===== config.mk =====
export PLATFORM = sky130hd
export DESIGN_NAME = mixcol_word_sequencer
export DESIGN_NICKNAME = d
export VERILOG_FILES = /design/src/rtl/mixcol_word_sequencer.sv
export SDC_FILE = /design/constraint.sdc
export NUM_CORES = 1
export LEC_CHECK = 0
export ABC_CLOCK_PERIOD_IN_PS = 2300
export CAP_MARGIN = 20
export CORE_UTILIZATION = 50
export CTS_CLUSTER_DIAMETER = 40
export DETAILED_ROUTE_END_ITERATION = 10
export GPL_TIMING_DRIVEN = 0
export PLACE_DENSITY_LB_ADDON = 0.3
export SLEW_MARGIN = 40
export SYNTH_ARGS = -nofsm -noshare
export SYNTH_HDL_FRONTEND = slang
export SYNTH_SLANG_ARGS = --single-unit

===== constraint.sdc =====
create_clock -name i_clk -period 2.3 [get_ports i_clk]
set_input_delay 0.23 -clock i_clk [delete_from_list [all_inputs] [get_ports i_clk]]
set_output_delay 0.23 -clock i_clk [all_outputs]
set_load 0.02 [all_outputs]

===== src/rtl/mixcol_word_sequencer.sv =====
// mixcol_word_sequencer
// Time-multiplexes one external 32-bit InvMixColumns unit across the four words of a
// 128-bit AES state. A start pulse latches the state. Each word is then presented for
// LAT+1 cycles, and the returned word is written into the result register. Word 0 is
// bits [127:96]. A one-cycle done pulse follows the last write-back.
//
// Optional feature: define MIXSEQ_ABORT_EN to add the i_abort port. When abort is high
// in RUN or DONE, the sequencer returns to IDLE without a done pulse.
`timescale 1ns/1ps

module mixcol_word_sequencer #(
  parameter int unsigned LAT = 0  // column-unit latency, 0..3 (0 = combinational)
) (
  input  logic         i_clk,
  input  logic         i_reset,
  input  logic         i_start,
  input  logic [127:0] i_data_in,
  output logic [31:0]  o_col_in,
  output logic         o_col_issue,
  input  logic [31:0]  i_col_out,
  output logic [127:0] o_data_out,
  output logic         o_busy,
  output logic         o_done
`ifdef MIXSEQ_ABORT_EN
  ,
  input  logic         i_abort
`endif
);

  // wcnt is only two bits wide, so a latency above 3 can never be reached
  if (LAT > 3) begin : g_bad_lat
    $error("mixcol_word_sequencer: LAT must be in 0..3");
  end

  localparam logic [1:0] LatLast = 2'(LAT);

  typedef enum logic [1:0] {
    StIdle,
    StRun,
    StDone
  } state_e;

  state_e       r_state;
  state_e       w_state_next;
  logic [127:0] r_src;
  logic [127:0] r_data_out;
  logic [1:0]   r_idx;
  logic [1:0]   r_wcnt;

  logic         w_abort;
  logic         w_last_beat;
  logic         w_last_word;
  logic         w_capture;
  logic [31:0]  w_word;

`ifdef MIXSEQ_ABORT_EN
  assign w_abort = i_abort;
`else
  assign w_abort = 1'b0;
`endif

  // The column unit's result is valid on the last beat of each word
  assign w_last_beat = (r_wcnt == LatLast);
  assign w_last_word = (r_idx == 2'd3);
  // An abort still captures a word that completes in the same cycle
  assign w_capture   = (r_state == StRun) && w_last_beat;

  // Select latched source word idx; word 0 is the most significant
  always_comb begin
    w_word = r_src[127:96];
    unique case (r_idx)
      2'd0: w_word = r_src[127:96];
      2'd1: w_word = r_src[95:64];
      2'd2: w_word = r_src[63:32];
      2'd3: w_word = r_src[31:0];
      default: w_word = r_src[127:96];
    endcase
  end

  // State register
  always_ff @(posedge i_clk) begin
    if (i_reset) begin
      r_state <= StIdle;
    end else begin
      r_state <= w_state_next;
    end
  end

  // Next-state logic; the RUN exit takes priority so idx never wraps past 3
  always_comb begin
    w_state_next = r_state;
    unique case (r_state)
      StIdle: begin
        if (i_start) begin
          w_state_next = StRun;
        end
      end
      StRun: begin
        if (w_abort) begin
          w_state_next = StIdle;
        end else if (w_last_beat && w_last_word) begin
          w_state_next = StDone;
        end
      end
      StDone: begin
        w_state_next = StIdle;
      end
      default: begin
        w_state_next = StIdle;
      end
    endcase
  end

  // Source latch plus word index and beat counters
  always_ff @(posedge i_clk) begin
    if (i_reset) begin
      r_src  <= '0;
      r_idx  <= 2'd0;
      r_wcnt <= 2'd0;
    end else begin
      unique case (r_state)
        StIdle: begin
          if (i_start) begin
            r_src  <= i_data_in;
            r_idx  <= 2'd0;
            r_wcnt <= 2'd0;
          end
        end
        StRun: begin
          if (w_abort) begin
            r_idx  <= 2'd0;
            r_wcnt <= 2'd0;
          end else if (w_last_beat) begin
            r_wcnt <= 2'd0;
            if (!w_last_word) begin
              r_idx <= r_idx + 2'd1;
            end
          end else begin
            r_wcnt <= r_wcnt + 2'd1;
          end
        end
        StDone: begin
          r_idx  <= 2'd0;
          r_wcnt <= 2'd0;
        end
        default: begin
          r_idx  <= 2'd0;
          r_wcnt <= 2'd0;
        end
      endcase
    end
  end

  // Result register: not cleared on start, one word overwritten per capture
  always_ff @(posedge i_clk) begin
    if (i_reset) begin
      r_data_out <= '0;
    end else if (w_capture) begin
      unique case (r_idx)
        2'd0: r_data_out[127:96] <= i_col_out;
        2'd1: r_data_out[95:64]  <= i_col_out;
        2'd2: r_data_out[63:32]  <= i_col_out;
        2'd3: r_data_out[31:0]   <= i_col_out;
        default: r_data_out[127:96] <= i_col_out;
      endcase
    end
  end

  // Outputs decoded from state; col_in is held for all beats of a word
  always_comb begin
    o_col_in    = 32'd0;
    o_col_issue = 1'b0;
    o_busy      = 1'b0;
    o_done      = 1'b0;
    unique case (r_state)
      StIdle: begin
        o_busy = 1'b0;
      end
      StRun: begin
        o_col_in    = w_word;
        o_col_issue = (r_wcnt == 2'd0);
        o_busy      = 1'b1;
      end
      StDone: begin
        o_busy = 1'b1;
        o_done = 1'b1;
      end
      default: begin
        o_busy = 1'b0;
      end
    endcase
  end

  assign o_data_out = r_data_out;

endmodule


After elaboration in Yosys (flattened, before gate mapping). Index checks and enable logic that the tools add are counted. Widths: inputs -> output; s select.

Bits in registers: 262.

Add/sub/neg operators: 2. Equality and inequality tests: 9. Muxes and demuxes: 14. Reduce and logical (&&, ||, !) cells: 13.

Operators with widths (count): $pmux 32 s4 (1); $mux 32 (1); $mux 2 (6); $pmux 2 s2 (3); $reduce_and 2->1 (6); $eq 2x2->1 const B (3); $logic_not 2->1 (3); $ne 2x2->1 const B (3); $add 2x1->2 const B (2); $eq 2x1->1 const B (2); $mux 1 (3); $reduce_and 3->1 (1); $logic_and 1x1->1 (2); $ne 2x1->1 const B (1); $reduce_or 2->1 (1).

Logic depth before layout (Yosys ltp).
Word-level depth: 4. Depth in mapped cells: 8. Depth with buffers taken out: 5.

Worst setup path after synthesis. No wires, ideal clock.

Kind: reg-to-output. From: register r_idx[0]. To: output o_col_in[1]. Arrival: 1588 ps. Data required time: 2070 ps. Setup slack: 482 ps. Cell stages (with the launch flop): 7. Buffers on the path: 2. Path through: dfxtp_1 > inv_1 > ha_1 > clkbuf_1 > clkbuf_1 > a222oi_1 > a21oi_1.

Cells in the longest elaborated chain, start to end: 3. Elaborated cells on any way between the ends: 6. Classes of those cells: eq/ne: 3; mux: 2; reduce/logical: 1.

RTL lines: start: declaration (line 47) `logic [1:0] r_idx;`; start signal: assignment (line 136) `r_idx <= r_idx + 2'd1;`; $eq 2x2->1 (tied with other cells) (line 71) `unique case (r_idx)`; $pmux 32 s4 (*) (line 71); $mux 32 (*) (line 175) `unique case (r_state)`; end: declaration (line 18) `output logic [31:0] o_col_in,`.

Every way passes the cells marked *; elsewhere a longest branch is shown, timed or not.

Worst setup path after layout.
From: register r_idx[0]. To: output o_col_in[28].

Same word-level chain as after synthesis.

==> flow_summary.ini <==
[status]
status = finished with violations
violations = negative setup slack

[power_and_ir_drop]
switching_power_mw = 3.990
power_frac_clock_pct = 35.6
switching_share_pct = 31.26
power.leakage_nw = 5.336
intPower_mw = 8.775
p_comb_share_pct = 23.8
ir_worst_vdd_mv = 0.5628
pwr-share-seq_pct = 40.7
p_per_area_mw_per_mm2 = 863.0

[yosys]
ys_warn_count = 0
syn_avg_cell_area_um2 = 7.775
ys_seq_elements = 262
synth-seq-area-share_pct = 52.37
synth_edf_count = 0
syn_area_mm2 = 0.01001
async_reset_ff_share_pct = 0
syn-instance-count = 1288
syn_nets = 1462
synth_flop_cell = dfxtp_1
synth_cell_type_count = 27

[worst_setup_path]
critPathMaxFanout = 7
cpPeakStageDelay_ns = 0.50
cp.arrival_ns = 2.16
worst_setup_path_start_kind = register
worst-setup-path-type = reg -> out
slowest_stage = a222oi_1
reg2reg_from = r_idx[0]
crit_chain = inv_4 -> ha_4 -> clkbuf_16 -> a222oi_1 -> a21oi_2 -> buf_4
cp-end-kind = output port
critPathRequiredTime_ns = 2.07
setup.worst_path.start = r_idx[0]

[die]
core.rowCount = 51
die_h_um = 143.5
dieArea_mm2 = 0.02060
start_util_pct = 51.29
core_area_mm2 = 0.01953
ios = 326
dieWidth_um = 143.5

[layout]
stdcell_area_mm2 = 0.01479
multi_input_area_mm2 = 0.004302
seq_area_mm2 = 0.005253
fin_nets = 1826
layout_commonest_cell = nand2_1
drive_gt1_share_pct = 10.22
fillCellCount = 1430
n_antenna_cell = 0
final_cell_mix = nand2_1 (518), clkdlybuf4s50_1 (291), a21oi_1 (278)
area_growth_pct = 47.70

[drt]
ant_nets = 0
wl_per_cell_um = 17.41
wl_met3_um = 2979
vias = 10610
totalWireLength_um = 33750
initialDrtViolationCount = 863
wl_met1_um = 12850
drt-pass1-iter-count = 9
wl_met2_um = 16280
viasPerCell = 5.472
drcViolationCount = 0
top_layer = met4

[sta]
period_needed_ns = 2.391
finalClockSkew_ns = 0.009783
drv_slew = 0
period_share_pct = 104.0
rsz0062_at_grt = yes
max_freq_mhz = 418.2
fin_ws_ns = -0.09135
worst_pin_slew_ns = 0.7196
tns_ns = -0.1710
hold_viol = 0
setup_viol_count_final = 6
slew_headroom_pct = 52.03

[clock_tree]
tritoncts = yes
clock_latency_ns = 0.54
numClockSinks = 262
root_buffer = clkbuf_16
htree_levels = 1
clk_pin_slew_ns = 0.06
cts_hold_buf = 0
clockBufferDepth = 3
numCtsBuffers = 29

[placement]
io_buffers = 324
place_area_mm2 = 0.01359
gp_congestion = 0.9218
dp_hpwl_um = 24290

[global_route]
grt_pass1_wl_um = 50630
overflow = 0
first_global_vias = 9898
track_usage_pct = 31.65
grt_max_degree = 15
antenna_found_initial = 0

[min_path]
min_path_type = in -> reg
hold_start = i_data_in[74]

[flow_run]
cap_violations = 0
[Yosys cell counts, types with 4 or more instances]
library cell,number,share of area [%]
nand2_1,518,19
a21oi_1,291,15
dfxtp_1,262,52
clkbuf_1,72,2.7
a222oi_1,32,3.2
o21ai_1,30,1.5
buf_2,18,0.90
ha_1,11,1.4
buf_6,10,1.1
buf_4,7,0.52
inv_1,6,0.22
and3_1,4,0.25
nand3_1,4,0.20
nand3_2,4,0.40
[logic make-up (layout without fill, tap and decap cells)]
family | Yosys count | in the layout | synth area share, %
compound gates | 358 | 358 | 19.54
buf+inv | 116 | 502 | 5.585
simple gates | 540 | 540 | 21.03
fa+ha+maj | 11 | 11 | 1.374
flops | 262 | 262 | 52.37
mux | 1 | 1 | 0.09995
[state kept, by name, summed over array words and instances, names as in the netlist]
register	cells
r_idx	2
r_src	128
r_state	2
o_data_out	128
r_wcnt	2
[power by group through the flow]
stage / logic (mW) / registers, mW / clock network [mW]
detailed placement: 2.85 / 5.27 / 0
global placement: 2.80 / 5.25 / 0
finish: 3.03 / 5.19 / 4.54
CTS: 2.91 / 5.18 / 4.56
global route: 3.25 / 5.22 / 4.79
floorplan: 1.45 / 5.37 / 0
[critical path: cells and delay by family, from the launching register on]
| family | cells | cell delay (ns) |
|---|---|---|
| adder cells (fa/ha/maj) | 1 | 0.19 |
| flip-flops | 1 | 0.41 |
| buffers and inverters | 3 | 0.40 |
| AO/OA/AOI/OAI | 2 | 0.63 |
[final cells by class]
type	instances	area share, %
Sequential cell	262	35.51
Timing Repair inverter	1	0.05075
Tap cell	265	2.242
Timing Repair Buffer	336	21.97
Buffer	105	4.525
Clock inverter	16	1.032
Multi-Input combinational cell	910	29.08
Clock buffer	37	5.380
Inverter	7	0.2115
[layer usage]
metal  vias up  GRT usage, %
li1       5016             -
met1      4894         38.21
met2       590         54.70
met3       110         4.798
met4         0         15.90
met5         -             0
[final timing paths]
| check | to | cells past startpoint | slack [ns] |
|---|---|---|---|
| setup / recovery | o_col_in[28] | 6 | -0.09 |
| hold / removal | r_src[74] | 3 | 0.24 |
| setup reg to reg | o_data_out[104] | 8 | 0.38 |
| hold reg to reg | o_data_out[49] | 2 | 0.45 |
[timing repair]
action | CTS | global route
endpoints found under the setup margin | 33 | 30
setup buffers | 6 | 5
gates cloned | 1 | 2
gates resized for setup | 204 | 42
hold endpoints to repair | 0 | 0
pin swaps | 29 | 22
[per-stage QoR]
step,total power [mW],cells,utilization (%),setup WS [ns],hold WS [ns]
floorplan,6.819,1288,-,0.4815,0.3660
global placement,8.051,1877,69.60,-0.4771,0.4404
detailed placement,8.116,1877,69.60,-0.4617,0.4450
CTS,12.65,1935,75.05,-0.05978,0.2227
global route,13.26,1939,75.75,-0.09290,0.2356
finish,12.76,1939,75.75,-0.09135,0.2383
(Power assumes the default switching activity.)
